`src/rtl/eth_pkg.sv`:
```
// Shared Ethernet tx constants, sender state encoding and length helper.
// Imported by the tx frame sender and its output slot.
package eth_pkg;

  localparam int ETH_HDR_WORDS         = 7;
  localparam int ETH_MIN_PAYLOAD_WORDS = 23;
  localparam int ETH_MAX_PAYLOAD_BYTES = 1500;
  localparam int ETH_LEN_W             = 11;

  typedef enum logic [2:0] {
    S_IDLE,
    S_DST,
    S_SRC,
    S_TYPE,
    S_DATA,
    S_PAD,
    S_DROP
  } tx_fs_state_t;

  function automatic logic [ETH_LEN_W-1:0] payload_words(
    input logic [ETH_LEN_W-1:0] len
  );
    logic [ETH_LEN_W:0] sum;
    sum = {1'b0, len} + {{ETH_LEN_W{1'b0}}, 1'b1};
    return sum[ETH_LEN_W:1];
  endfunction

endpackage

```
`src/rtl/eth_word_slot.sv`:
```
// One-entry registered output slot for the MAC word interface.
// Loads when empty or being consumed, giving 1 word/clk throughput.
module eth_word_slot
  import eth_pkg::*;
(
  input  logic        clk,
  input  logic        rst,
  input  logic        load,
  input  logic        ready,
  input  logic [15:0] d_data,
  input  logic        d_sof,
  input  logic        d_eof,
  output logic [15:0] data,
  output logic        sof,
  output logic        eof,
  output logic        valid,
  output logic        can_load
);

  assign can_load = !valid | ready;

  always_ff @(posedge clk) begin
    if (rst) begin
      data  <= '0;
      sof   <= 1'b0;
      eof   <= 1'b0;
      valid <= 1'b0;
    end else if (load && can_load) begin
      data  <= d_data;
      sof   <= d_sof;
      eof   <= d_eof;
      valid <= 1'b1;
    end else if (ready) begin
      sof   <= 1'b0;
      eof   <= 1'b0;
      valid <= 1'b0;
    end
  end

endmodule

```
`src/rtl/tx_frame_sender.sv`:
```
// Drains the tx FIFO into framed MAC words, inserting the source MAC.
// Define TX_FRAME_PAD_EN to zero-pad short frames to the 60-byte minimum.
module tx_frame_sender
  import eth_pkg::*;
#(
  parameter int MIN_PAYLOAD_WORDS = ETH_MIN_PAYLOAD_WORDS,
  parameter int MAX_PAYLOAD_BYTES = ETH_MAX_PAYLOAD_BYTES
) (
  input  logic        clk,
  input  logic        rst,
  input  logic [47:0] local_address,
  input  logic        tx_fifo_empty,
  input  logic [15:0] tx_fifo_rd_data,
  output logic        tx_fifo_rd_req,
  output logic [15:0] mac_tx_data,
  output logic        mac_tx_valid,
  output logic        mac_tx_sof,
  output logic        mac_tx_eof,
  input  logic        mac_tx_ready,
  output logic        busy,
  output logic [15:0] frames_sent,
  output logic [7:0]  frames_dropped
);

  localparam logic [ETH_LEN_W-1:0] MIN_PW  = ETH_LEN_W'(MIN_PAYLOAD_WORDS);
  localparam logic [ETH_LEN_W-1:0] MAX_LEN = ETH_LEN_W'(MAX_PAYLOAD_BYTES);
  localparam logic [ETH_LEN_W-1:0] ONE     = ETH_LEN_W'(1);
  localparam logic [ETH_LEN_W-1:0] TWO     = ETH_LEN_W'(2);
  localparam logic [ETH_LEN_W:0]   HDR_FIFO_WORDS = (ETH_LEN_W+1)'(4);
  localparam logic [ETH_LEN_W:0]   DROP_ONE       = (ETH_LEN_W+1)'(1);

  tx_fs_state_t state_q, state_d;
  logic [ETH_LEN_W-1:0] pw_q, pw_d;
  logic [ETH_LEN_W-1:0] cnt_q, cnt_d;
  logic [ETH_LEN_W:0]   drop_q, drop_d;
  logic [47:0]          local_q, local_d;

  logic                 pop;
  logic                 load;
  logic                 can_load;
  logic [15:0]          w_data;
  logic                 w_sof;
  logic                 w_eof;
  logic                 drop_done;
  logic                 pad_en;
  logic                 pad_needed;
  logic                 data_last;
  logic [ETH_LEN_W-1:0] len;
  logic [ETH_LEN_W-1:0] pw_new;
  logic                 len_bad;

`ifdef TX_FRAME_PAD_EN
  assign pad_en = 1'b1;
`else
  assign pad_en = 1'b0;
`endif

  assign len        = tx_fifo_rd_data[ETH_LEN_W-1:0];
  assign pw_new     = payload_words(len);
  assign len_bad    = (len == '0) || (len > MAX_LEN);
  assign pad_needed = pad_en && (pw_q < MIN_PW);
  assign data_last  = (cnt_q == pw_q - ONE);

  always_comb begin
    state_d   = state_q;
    pw_d      = pw_q;
    cnt_d     = cnt_q;
    drop_d    = drop_q;
    local_d   = local_q;
    pop       = 1'b0;
    load      = 1'b0;
    w_data    = '0;
    w_sof     = 1'b0;
    w_eof     = 1'b0;
    drop_done = 1'b0;
    unique case (state_q)
      S_IDLE: begin
        if (!tx_fifo_empty) begin
          pop     = 1'b1;
          pw_d    = pw_new;
          local_d = local_address;
          cnt_d   = '0;
          if (len_bad) begin
            drop_d  = {1'b0, pw_new} + HDR_FIFO_WORDS;
            state_d = S_DROP;
          end else begin
            state_d = S_DST;
          end
        end
      end
      S_DST: begin
        w_data = tx_fifo_rd_data;
        w_sof  = (cnt_q == '0);
        if (can_load && !tx_fifo_empty) begin
          pop  = 1'b1;
          load = 1'b1;
          if (cnt_q == TWO) begin
            cnt_d   = '0;
            state_d = S_SRC;
          end else begin
            cnt_d = cnt_q + ONE;
          end
        end
      end
      S_SRC: begin
        unique case (cnt_q[1:0])
          2'd0:    w_data = local_q[47:32];
          2'd1:    w_data = local_q[31:16];
          default: w_data = local_q[15:0];
        endcase
        if (can_load) begin
          load = 1'b1;
          if (cnt_q == TWO) begin
            cnt_d   = '0;
            state_d = S_TYPE;
          end else begin
            cnt_d = cnt_q + ONE;
          end
        end
      end
      S_TYPE: begin
        w_data = tx_fifo_rd_data;
        if (can_load && !tx_fifo_empty) begin
          pop     = 1'b1;
          load    = 1'b1;
          cnt_d   = '0;
          state_d = S_DATA;
        end
      end
      S_DATA: begin
        w_data = tx_fifo_rd_data;
        w_eof  = data_last && !pad_needed;
        if (can_load && !tx_fifo_empty) begin
          pop  = 1'b1;
          load = 1'b1;
          if (data_last) begin
            cnt_d   = '0;
            state_d = pad_needed ? S_PAD : S_IDLE;
          end else begin
            cnt_d = cnt_q + ONE;
          end
        end
      end
`ifdef TX_FRAME_PAD_EN
      S_PAD: begin
        w_eof = (cnt_q == MIN_PW - pw_q - ONE);
        if (can_load) begin
          load = 1'b1;
          if (w_eof) begin
            cnt_d   = '0;
            state_d = S_IDLE;
          end else begin
            cnt_d = cnt_q + ONE;
          end
        end
      end
`endif
      S_DROP: begin
        if (!tx_fifo_empty) begin
          pop    = 1'b1;
          drop_d = drop_q - DROP_ONE;
          if (drop_q == DROP_ONE) begin
            drop_done = 1'b1;
            state_d   = S_IDLE;
          end
        end
      end
      default: state_d = S_IDLE;
    endcase
  end

  // Hold off pops while reset is held so upstream keeps its contents.
  assign tx_fifo_rd_req = pop && !rst;
  assign busy           = (state_q != S_IDLE);

  always_ff @(posedge clk) begin
    if (rst) begin
      state_q        <= S_IDLE;
      pw_q           <= '0;
      cnt_q          <= '0;
      drop_q         <= '0;
      local_q        <= '0;
      frames_sent    <= '0;
      frames_dropped <= '0;
    end else begin
      state_q <= state_d;
      pw_q    <= pw_d;
      cnt_q   <= cnt_d;
      drop_q  <= drop_d;
      local_q <= local_d;
      if (mac_tx_valid && mac_tx_ready && mac_tx_eof)
        frames_sent <= frames_sent + 16'd1;
      if (drop_done && frames_dropped != 8'hFF)
        frames_dropped <= frames_dropped + 8'd1;
    end
  end

  eth_word_slot u_slot (
    .clk      (clk),
    .rst      (rst),
    .load     (load),
    .ready    (mac_tx_ready),
    .d_data   (w_data),
    .d_sof    (w_sof),
    .d_eof    (w_eof),
    .data     (mac_tx_data),
    .sof      (mac_tx_sof),
    .eof      (mac_tx_eof),
    .valid    (mac_tx_valid),
    .can_load (can_load)
  );

endmodule

```
`config.mk`:
```
export PLATFORM = sky130hd
export DESIGN_NAME = tx_frame_sender
export DESIGN_NICKNAME = d
export VERILOG_FILES = /design/src/rtl/eth_pkg.sv /design/src/rtl/eth_word_slot.sv /design/src/rtl/tx_frame_sender.sv
export SDC_FILE = /design/constraint.sdc
export NUM_CORES = 1
export LEC_CHECK = 0
export CAP_MARGIN = 20
export CELL_PAD_IN_SITES_DETAIL_PLACEMENT = 0
export CELL_PAD_IN_SITES_GLOBAL_PLACEMENT = 1
export CORE_MARGIN = 2
export CORE_UTILIZATION = 30
export DETAILED_ROUTE_END_ITERATION = 10
export DONT_BUFFER_PORTS = 1
export GPL_TIMING_DRIVEN = 0
export PLACE_DENSITY_LB_ADDON = 0.1
export SLEW_MARGIN = 5
export SYNTH_ARGS = -nofsm -noshare
export SYNTH_HDL_FRONTEND = slang
export SYNTH_SLANG_ARGS = --single-unit
export TNS_END_PERCENT = 50
```
`constraint.sdc`:
```
create_clock -name clk -period 2.8 [get_ports clk]
set_input_delay 0.42 -clock clk [delete_from_list [all_inputs] [get_ports clk]]
set_output_delay 0.42 -clock clk [all_outputs]
set_load 0.02 [all_outputs]
```
=== Yosys cells after proc, flatten, opt, wreduce, memory -nomap -nowiden ===
Index checks and enable logic that the tools add are counted.

* Bits in registers: 128
* Bits of input ports: 68
* Output and inout bits: 45

* $add $sub $neg: 7
* Magnitude comparators: 1
* Eq/ne operators: 21
* Multiplexer cells: 40
* Bitwise gates (word level): 2
* Reduce and logical (&&, ||, !) cells: 24

{| class="wikitable"
|+ Operators by type and width
! kind !! count
|-
| 11-bit 2-to-1 mux || 7
|-
| 16-bit case mux with 2 select lines || 2
|-
| 11-bit case mux with 5 select lines || 1
|-
| 12-bit 2-to-1 mux || 3
|-
| 3-bit 2-to-1 mux || 11
|-
| 12-bit case mux with 2 select lines || 1
|-
| 11-bit zero test || 2
|-
| 2-bit inequality test, second input constant || 11
|-
| 3-bit case mux with 6 select lines || 1
|-
| 16-bit by 1-bit adder with 16-bit output, second input constant || 1
|-
| 11-bit by 1-bit adder with 12-bit output, second input constant || 1
|-
| 11-bit by 3-bit adder with 12-bit output, second input constant || 1
|-
| 12-bit by 1-bit == test with 1-bit output, second input constant || 1
|-
| 1-bit 2-to-1 mux || 12
|-
| 12-bit by 1-bit subtractor with 12-bit output, second input constant || 1
|-
| 11-bit by 1-bit adder with 11-bit output, second input constant || 1
|-
| 11-bit == test || 1
|-
| 11-bit by 2-bit == test with 1-bit output, second input constant || 1
|-
| 11-bit greater-than comparator, second input constant || 1
|-
| 11-bit by 1-bit subtractor with 11-bit output, second input constant || 1
|-
| 10-bit AND reduction || 1
|-
| 8-bit by 1-bit adder with 8-bit output, second input constant || 1
|-
| 8-bit inequality test, second input constant || 1
|-
| 3-bit by 2-bit == test with 1-bit output, second input constant || 2
|-
| 19 further kinds || 29
|}

=== Depth between registers and ports, before layout ===
* Word-level depth: 7
* Mapped depth: 12
* Gate-level depth less buffers: 11

=== Cells and area by module ===
Synthesis repeated with hierarchy kept, for this count alone.

* Cells, all modules: 900
* Area total of the unflattened synthesis: 6990.5 um2

{| class="wikitable"
|+ Modules (own cells, without submodules)
! module !! times used !! cells each !! area each (um2) !! seq. area each (um2)
|-
| tx_frame_sender || 1 || 813 || 6138.4 || 2182.1
|-
| eth_word_slot || 1 || 87 || 852.1 || 380.4
|}

=== Worst setup path after synthesis ===
Ideal clock, no wire load.

* Path type: register to output
* Start: register state_q[1]
* End: output tx_fifo_rd_req
* Arrival: 2.079 ns
* Data required time: 2.380 ns
* Setup slack: 0.301 ns
* Cell stages (with the launch flop): 8
* Cell sequence: dfxtp_1 buf_2 nor3b_2 a21o_1 clkbuf_1 clkbuf_1 nand2_1 a311oi_1

* Cells in the longest elaborated chain, start to end: 4

{| class="wikitable"
|+ Ends and longest elaborated chain
! element !! RTL line !! source
|-
| from (decl) || tx_frame_sender.sv:32 || <nowiki>tx_fs_state_t state_q, state_d;</nowiki>
|-
| from (signal assigned) || tx_frame_sender.sv:186 || <nowiki>state_q <= state_d;</nowiki>
|-
| 3-bit == test (tied with other cells) || tx_frame_sender.sv:76 || <nowiki>unique case (state_q)</nowiki>
|-
| 3-bit OR reduction (no source line) / 2-bit OR reduction (equally long branches) || n/a ||
|-
| 1-bit case mux with 2 select lines (*) || tx_frame_sender.sv:76 ||
|-
| 1-bit logical AND (*) || tx_frame_sender.sv:173 || <nowiki>assign tx_fifo_rd_req = pop && !rst;</nowiki>
|-
| to (decl) || tx_frame_sender.sv:14 || <nowiki>output logic tx_fifo_rd_req,</nowiki>
|}

Mark *: on every way between the ends. The rest lies on a longest branch, timed or not.

=== Final worst setup path ===
Ends and elaborated chain as after synthesis.

==> impl_summary.txt <==
----------------------------------------------------
[Critical path]
  Category of the most critical setup path ... flop to output port
  Biggest fanout along the worst timing path ... 10
  Cell family with the largest share of critical-path delay ... compound AO/OA/AOI/OAI gates
  Data arrival time of the critical path ... 2.22 ns
  Cell at the slowest stage of the critical path ... sky130_fd_sc_hd__a311oi_4
  Worst EP required ... roughly 2.4 ns
  Internal reg-to-reg setup slack ... 0.16 ns
  R2R cell count ... 9
  Reg2reg end ... cnt_q[6]
  RR Startpoint ... pw_q[1]
  Max incr delay on CP ... 0.41 ns
  Critical Path Source Type ... flop
  Critical path endpoint category ... output port
  Cell chain of the critical path ... buf_2 > nor3b_4 > a21o_4 > clkbuf_4 > nand2_1 > a311oi_4
  Critical path buffer and inverter count ... 2

[Power and ir drop]
  Comb power frac ... between 30% and 40%
  Clock power frac ... a little under 30%
  Peak supply drop ... 0.387 mV
  Cell area power density ... 925 mW/mm2
  Portion of total power attributed to sequential cells ... 35.9%
  Proportion of total power due to net switching ... 41.3%
  Switching power ... approximately 3000 uW
  Leakage dissipation ... 0.00261 uW
  Cell-internal power ... roughly 4200 uW

[Clocking]
  Number of clock buffers inserted by TritonCTS ... 17
  Clock latency on the worst-skew pair ... approximately 0.42 ns
  Number of buffers on the longest clock path ... 2
  Sink Count ... 128
  Clock tree from TritonCTS ... yes
  Max H-tree Level ... 4
  Clock transition at path regs ... 0.06 ns
  Hold-fix buffer count after cts ... 0
  Root Buffer Master ... sky130_fd_sc_hd__clkbuf_16

[Worst hold path]
  Hold Crit Depth ... 2
  Hold worst-path end ... local_q[15]
  Worst Min Path Start ... local_address[15]
  Min-delay worst type ... input pin to flop

[Synthesis]
  Syn Std Cell Area ... 0.00667 mm2
  Portion of the post-synthesis area used by sequential elements ... 38.4%
  Async S/R FF share, synth ... 0%
  Synthesized netlist net count ... 953
  Number of standard cells after synthesis ... just under 900
  Synthesized area divided by synthesized cell count ... between 7 and 8 um2
  Post-synthesis sequential element count ... 128
  Synth unique cells ... 66
  Count of warnings emitted by yosys ... 0
  EDFF count, synth ... 0
  Synth Flop Type ... sky130_fd_sc_hd__dfxtp_1

[Final layout]
  Number of antenna diodes ... 0
  Top library cells by usage in the layout, fill and taps aside ... sky130_fd_sc_hd__nand2_1, sky130_fd_sc_hd__dfxtp_1, sky130_fd_sc_hd__a21oi_1
  Commonest non-fill, non-tap cell in the layout ... sky130_fd_sc_hd__nand2_1
  Post-route non-filler standard cell count ... 1184
  Total number of nets in the final design ... 971
  Share of layout cells above drive strength 1 ... 7.41%
  Layout overhead on the synthesized area ... 14.9%

[STA]
  Fin Hold WS ... 0.127 ns
  Final min period ... 2.64 ns
  Maximum clock rate ... 379 MHz
  Final Slew Violations ... 0
  Setup violation total in the final timing report ... 0
  RSZ-0062 raised after global routing ... yes
  Final period util ... 94.4%
  Measured slew at the worst slew-check pin ... 0.794 ns
  Final total negative setup slack ... 0 ns
  Headroom to the max-slew limit ... a little under half
  Setup ws final ... ~0.16 ns
  Endpoints failing hold ... 0
  Max Clock Skew ... 0.00917 ns

[Floorplanning]
  Die Outline Area ... 0.0234 mm2
  Vertical die dimension ... 153 um
  Effective utilization at floorplan ... 30.6%
  Die Wd ... between 150 and 200 um
  Core Rows ... 54
  Core outline area ... 0.0218 mm2
  I/O pins ... roughly 110

[Detailed routing]
  First-pass DRT Iterations ... 5
  Total Wirelength ... 22800 um
  Starting DRT DRC Count ... just over 500
  Total via count after detailed routing ... 6325
  Antenna-violating nets left ... 0
  Wire length per cell after detailed routing ... 19.3 um
  Drc violations ... 0
  Detailed-route vias per instance ... about 5.3

[Global routing]
  Global-route wire length before repair ... ~36000 um
  Maximum number of pins on one net before global-route repair ... 17
  Number of global-route vias before repair ... 6216
  Combined global-route utilization of all metal layers ... 19.5%
  Total gr overflow ... 0
  Number of antenna violations at the first check in global routing ... 0

[Placed design]
  DP HPWL ... 17400 um
  Worst setup slack after placement ... -0.442 ns
  Routability Congestion ... approximately 0.83
  Total of buffers placed on input and output ports ... 0
  Placed Instances ... between 1000 and 1500

[Outcome]
  Result of the run ... finished clean

[Job]
  Max-capacitance violation count ... 0

----------------------------------------------------
==> kinds of logic (layout without fill, tap and decap cells) <==
kind of cell | after synthesis | in the layout | synth area share, %
buffers and inverters | 78 | 109 | 4.48
muxes | 4 | 4 | 0.601
AOI/OAI and AO/OA | 228 | 228 | 21.4
adders and majority gates | 12 | 12 | 2.25
DFF | 128 | 128 | 38.4
and+or+nand+nor | 375 | 375 | 26.6
xor gates and xnor gates | 48 | 48 | 6.31
==> Yosys cell counts, types with 4 or more instances <==
| cell type | instances | area share [%] |
|---|---|---|
| sky130_fd_sc_hd__nand2_1 | 155 | 8.7 |
| sky130_fd_sc_hd__dfxtp_1 | 128 | 38 |
| sky130_fd_sc_hd__a21oi_1 | 108 | 8.1 |
| sky130_fd_sc_hd__nor2_1 | 95 | 5.3 |
| sky130_fd_sc_hd__clkbuf_1 | 55 | 3.1 |
| sky130_fd_sc_hd__xor2_1 | 30 | 3.9 |
| sky130_fd_sc_hd__a211oi_1 | 24 | 2.7 |
| sky130_fd_sc_hd__o21ai_0 | 24 | 1.8 |
| sky130_fd_sc_hd__nor3_1 | 21 | 1.6 |
| sky130_fd_sc_hd__nand3_1 | 19 | 1.4 |
| sky130_fd_sc_hd__xnor2_1 | 18 | 2.4 |
| sky130_fd_sc_hd__a22oi_1 | 17 | 1.9 |
| sky130_fd_sc_hd__inv_1 | 15 | 0.84 |
| sky130_fd_sc_hd__ha_1 | 12 | 2.3 |
| sky130_fd_sc_hd__nand4_1 | 11 | 1.0 |
| sky130_fd_sc_hd__a31oi_1 | 10 | 0.94 |
| sky130_fd_sc_hd__and3_1 | 9 | 0.84 |
| sky130_fd_sc_hd__or3_1 | 9 | 0.84 |
| sky130_fd_sc_hd__nand2b_1 | 7 | 0.66 |
| sky130_fd_sc_hd__a21o_1 | 6 | 0.68 |
| sky130_fd_sc_hd__nand3b_1 | 6 | 0.68 |
| sky130_fd_sc_hd__nor4_1 | 6 | 0.56 |
| sky130_fd_sc_hd__buf_2 | 5 | 0.38 |
| sky130_fd_sc_hd__nor3b_1 | 5 | 0.56 |
| sky130_fd_sc_hd__a2111oi_0 | 4 | 0.53 |
| sky130_fd_sc_hd__and2_1 | 4 | 0.38 |
| sky130_fd_sc_hd__mux2i_1 | 4 | 0.60 |
| sky130_fd_sc_hd__nand4b_1 | 4 | 0.53 |
==> cell type report <==
class	instances	area (um2)
inverters	15	56.3
clock inverters	13	109
well taps	280	350
flip-flops and latches	128	2560
fillers	2322	14200
clock buffers	19	433
repair buffers	1	7.51
multi-input cells	667	3890
plain buffers	61	245
==> repair_timing <==
action	in CTS	in global routing
buffers inserted	1	0
setup endpoints to repair	17	28
gates resized for setup	10	15
pin swaps	1	3
==> power groups by stage <==
stage | Sequential [uW] | Combinational (uW) | Clock [uW]
after CTS | 2540 | 2430 | 2120
after detailed placement | 2570 | 2370 | 0
after global routing | 2590 | 2780 | 2200
final | 2540 | 2480 | 2060
after global placement | 2570 | 2350 | 0
after floorplan | 2460 | 1750 | 0
==> per-stage QoR <==
stage                     util [%]  total power, uW  area, um2
after global placement        32.2             4910       7020
after CTS                     34.9             7090       7610
final                         35.1             7080       7660
after detailed placement      32.2             4950       7020
after global routing          35.1             7570       7660
after floorplan                  -             4210       6670
==> sequential cells by signal, summed over array words and instances (netlist names), 3 cells and up <==
signal	cells
frames_dropped	8
local_q	48
drop_q	12
state_q	3
cnt_q	11
u_slot.data	16
frames_sent	16
pw_q	11
==> per-layer routing <==
metal | wire (um) | vias up | global-route usage, %
met5 | 0 | - | 0
met4 | 506 | 0 | 6.17
met2 | 10600 | 181 | 31.3
li1 | - | 3112 | -
met3 | 1460 | 29 | 5.39
met1 | 10300 | 3003 | 25.4
==> how the worst max path moves through the flow <==
stage | to | from | cells after the start
3_3_place_gp | tx_fifo_rd_req | state_q[1] | 7
4_1_cts | tx_fifo_rd_req | state_q[1] | 6
5_1_grt | state_q[0] | cnt_q[2] | 8
2_1_floorplan | tx_fifo_rd_req | state_q[1] | 7
6_report | tx_fifo_rd_req | state_q[1] | 6
3_5_place_dp | tx_fifo_rd_req | state_q[1] | 7
No activity file was read; power rests on OpenSTA's default activity.
==> patch (config.mk and constraints unchanged) <==
Add a define of `TX_FRAME_PAD_EN`.
--- a/src/rtl/tx_frame_sender.sv
+++ b/src/rtl/tx_frame_sender.sv
@@ -2,2 +2,4 @@
 // Define TX_FRAME_PAD_EN to zero-pad short frames to the 60-byte minimum.
+`define TX_FRAME_PAD_EN
+
 module tx_frame_sender
Behaviour: not the same (a bounded check fails within 10 cycles, from zero or initial values and one cycle with rst high).
==> patch against the unedited design <==
  * Wire length rose by 2.1%
  * Critical endpoint is now cnt_q[4]$_SDFFE_PP0P_
  * Largest power group is now combinational logic
  * Sequential cell count stayed put
  * Sequential share of layout area down 1.8 points
  * Highest routed layer unchanged
  * Hold slack worse by 0.011 ns
  * Worst setup slack got worse by 0.14 ns
  * Synthesized area increased by 3.7%
  * Largest cell class unchanged
  * Via count rose by 2.3%
  * Critical path type is now reg -> reg
  * Final area up 5.9%
  * Total power rose by 11%
==> patch: results (changes against the unedited design) <==
| Metric | Value |
|---|---|
| Fraction of the yosys area taken by sequential cells | `37.05% (was 38.43%)` |
| Biggest regs | `local_q (48), frames_sent (16), u_slot.data (16) (unchanged)` |
| Sw frac | `42.23% (was 41.26%)` |
| Via Count | `6469 (was 6325)` |
| Routability cong. | `0.8008 (was 0.8269)` |
| Synth top cells by count | `nand2_1 (168), dfxtp_1 (128), a21oi_1 (111) (was nand2_1 (155), dfxtp_1 (128), a21oi_1 (108))` |
| Delay-heaviest family, CP | `simple AND/OR/NAND/NOR gates (was compound AO/OA/AOI/OAI gates)` |
| Port bufs | `0 (unchanged)` |
| Final WL | `23290 um (was 22810 um)` |
| Top FF cell, synth | `dfxtp_1 (unchanged)` |
| H-Tree Depth | `4 (unchanged)` |
| Status | `completed (unchanged)` |
| Gate Count Post-Synth | `917 (was 873)` |
| CTS clock-pin slew for the worst setup and hold paths | `0.08 ns (was 0.06 ns)` |
| First-pass GRT wire length | `36560 um (was 35780 um)` |
| Iteration count of the initial detailed-routing pass | `6 (was 5)` |
| Root buf cell | `clkbuf_16 (unchanged)` |
| Worst Skew | `0.01558 ns (was 0.009172 ns)` |
| Netlist cell types | `67 (was 66)` |
| Worst slew pin tran | `0.8059 ns (was 0.7937 ns)` |
| Max IR drop VDD | `0.4447 mV (was 0.3865 mV)` |
| GR Util All Layers | `19.61% (was 19.48%)` |
| CP max stage cell | `or4_4 (was a311oi_4)` |
| CP max stage delay | `0.56 ns (was 0.41 ns)` |
| Post-Syn Nets | `998 (was 953)` |
| Crit-path max FO | `6 (was 10)` |
| DP HPWL | `17510 um (was 17370 um)` |
| Share of cells above drive strength 1 | `9.833% (was 7.412%)` |
| CP arrival | `3.10 ns (was 2.22 ns)` |
| Clock latency on the worst-skew pair | `0.43 ns` |
| Leakage | `2.849 nW (was 2.610 nW)` |
| Vias per cell | `5.213 (was 5.342)` |
| Area contributors post-synth | `dfxtp_1 (37%), nand2_1 (9.1%), a21oi_1 (8.0%) (was dfxtp_1 (38%), nand2_1 (8.7%), a21oi_1 (8.1%))` |
| Vias in the first global route | `6346 (was 6216)` |
| Post-synth top area share | `37.05% (was 38.43%)` |
| Placed Area | `0.007272 mm2 (was 0.007018 mm2)` |
| Placed cell count | `1202 (was 1153)` |
| Post-synth ARST share | `0% (unchanged)` |
| Initial DRC Count | `321 (was 518)` |
| Setup TNS | `0 ns (unchanged)` |
| Pin count of the biggest net entering global routing | `17 (unchanged)` |
-- patch: cell count changes in the layout (fill, tap and decap cells not counted), sizes merged, moves of 5 or more --
cell   change
nand2     +13
buf       +11
o21ai      +9
inv        +8
nor2       -7
mux2i      +5
xnor2      +5
xor2       -5
-- patch: cell families after synthesis --
kind of cell / count (synthesis) / share of synthesized area (%)
AOI/OAI and AO/OA: 248 / 22.44
DFF: 128 / 37.05
buffers and inverters: 87 / 5.030
and+or+nand+nor: 383 / 25.60
xor gates and xnor gates: 48 / 6.079
adders and majority gates: 14 / 2.497
muxes: 9 / 1.303
-- patch: power groups by stage --
stage	Clock, W	Combinational, W	Sequential, W
after floorplan	0	0.00207	0.00243
after global routing	0.00247	0.00341	0.00255
after CTS	0.00238	0.00293	0.00248
after global placement	0	0.00285	0.00252
after detailed placement	0	0.00285	0.00252
final	0.00232	0.00305	0.00251
-- patch: layout make-up --
cell class / instances / area [um2]
clock buffer: 17 / 425.4
clock inverter: 15 / 188.9
fill: 2435 / 14530
inverter: 17 / 66.31
buffer: 67 / 291.5
tap: 285 / 356.6
timing repair buffer: 10 / 82.58
sequential: 128 / 2574
multi-input combinational: 702 / 4129
-- patch: layer usage --
layer	GRT usage, %	vias up	wire length (um)
met4	4.937	0	349
li1	-	3276	-
met3	5.083	20	1223
met2	31.90	146	10830
met5	0	-	0
met1	25.94	3027	10890
-- patch: final timing paths --
| path | from | cells after the start | slack, ns | to |
|---|---|---|---|---|
| worst min-delay path | local_address[36] | 2 | 0.12 | local_q[36]$_SDFFE_PP0P_ |
| worst min register to register | local_q[29]$_SDFFE_PP0P_ | 2 | 0.46 | local_q[29]$_SDFFE_PP0P_ |
| worst max register to register | pw_q[1]$_SDFFE_PP0P_ | 9 | 0.01 | cnt_q[4]$_SDFFE_PP0P_ |
| worst max-delay path | pw_q[1]$_SDFFE_PP0P_ | 9 | 0.01 | cnt_q[4]$_SDFFE_PP0P_ |
-- patch: timing repair --
item,in CTS,in global routing
resized for setup,15,48
endpoints found under the setup margin,33,35
gates cloned,0,1
pin swaps,1,13
setup buffers,0,9
-- patch: stage by stage --
| step | hold slack (ns) | setup WS [ns] |
|---|---|---|
| 3_5_place_dp | 0.4475 | -0.5513 |
| 2_1_floorplan | 0.4360 | 0.1865 |
| 3_3_place_gp | 0.4428 | -0.5337 |
| 5_1_grt | 0.1015 | -0.07085 |
| 6_report | 0.1159 | 0.01365 |
| 4_1_cts | 0.1003 | -0.009813 |
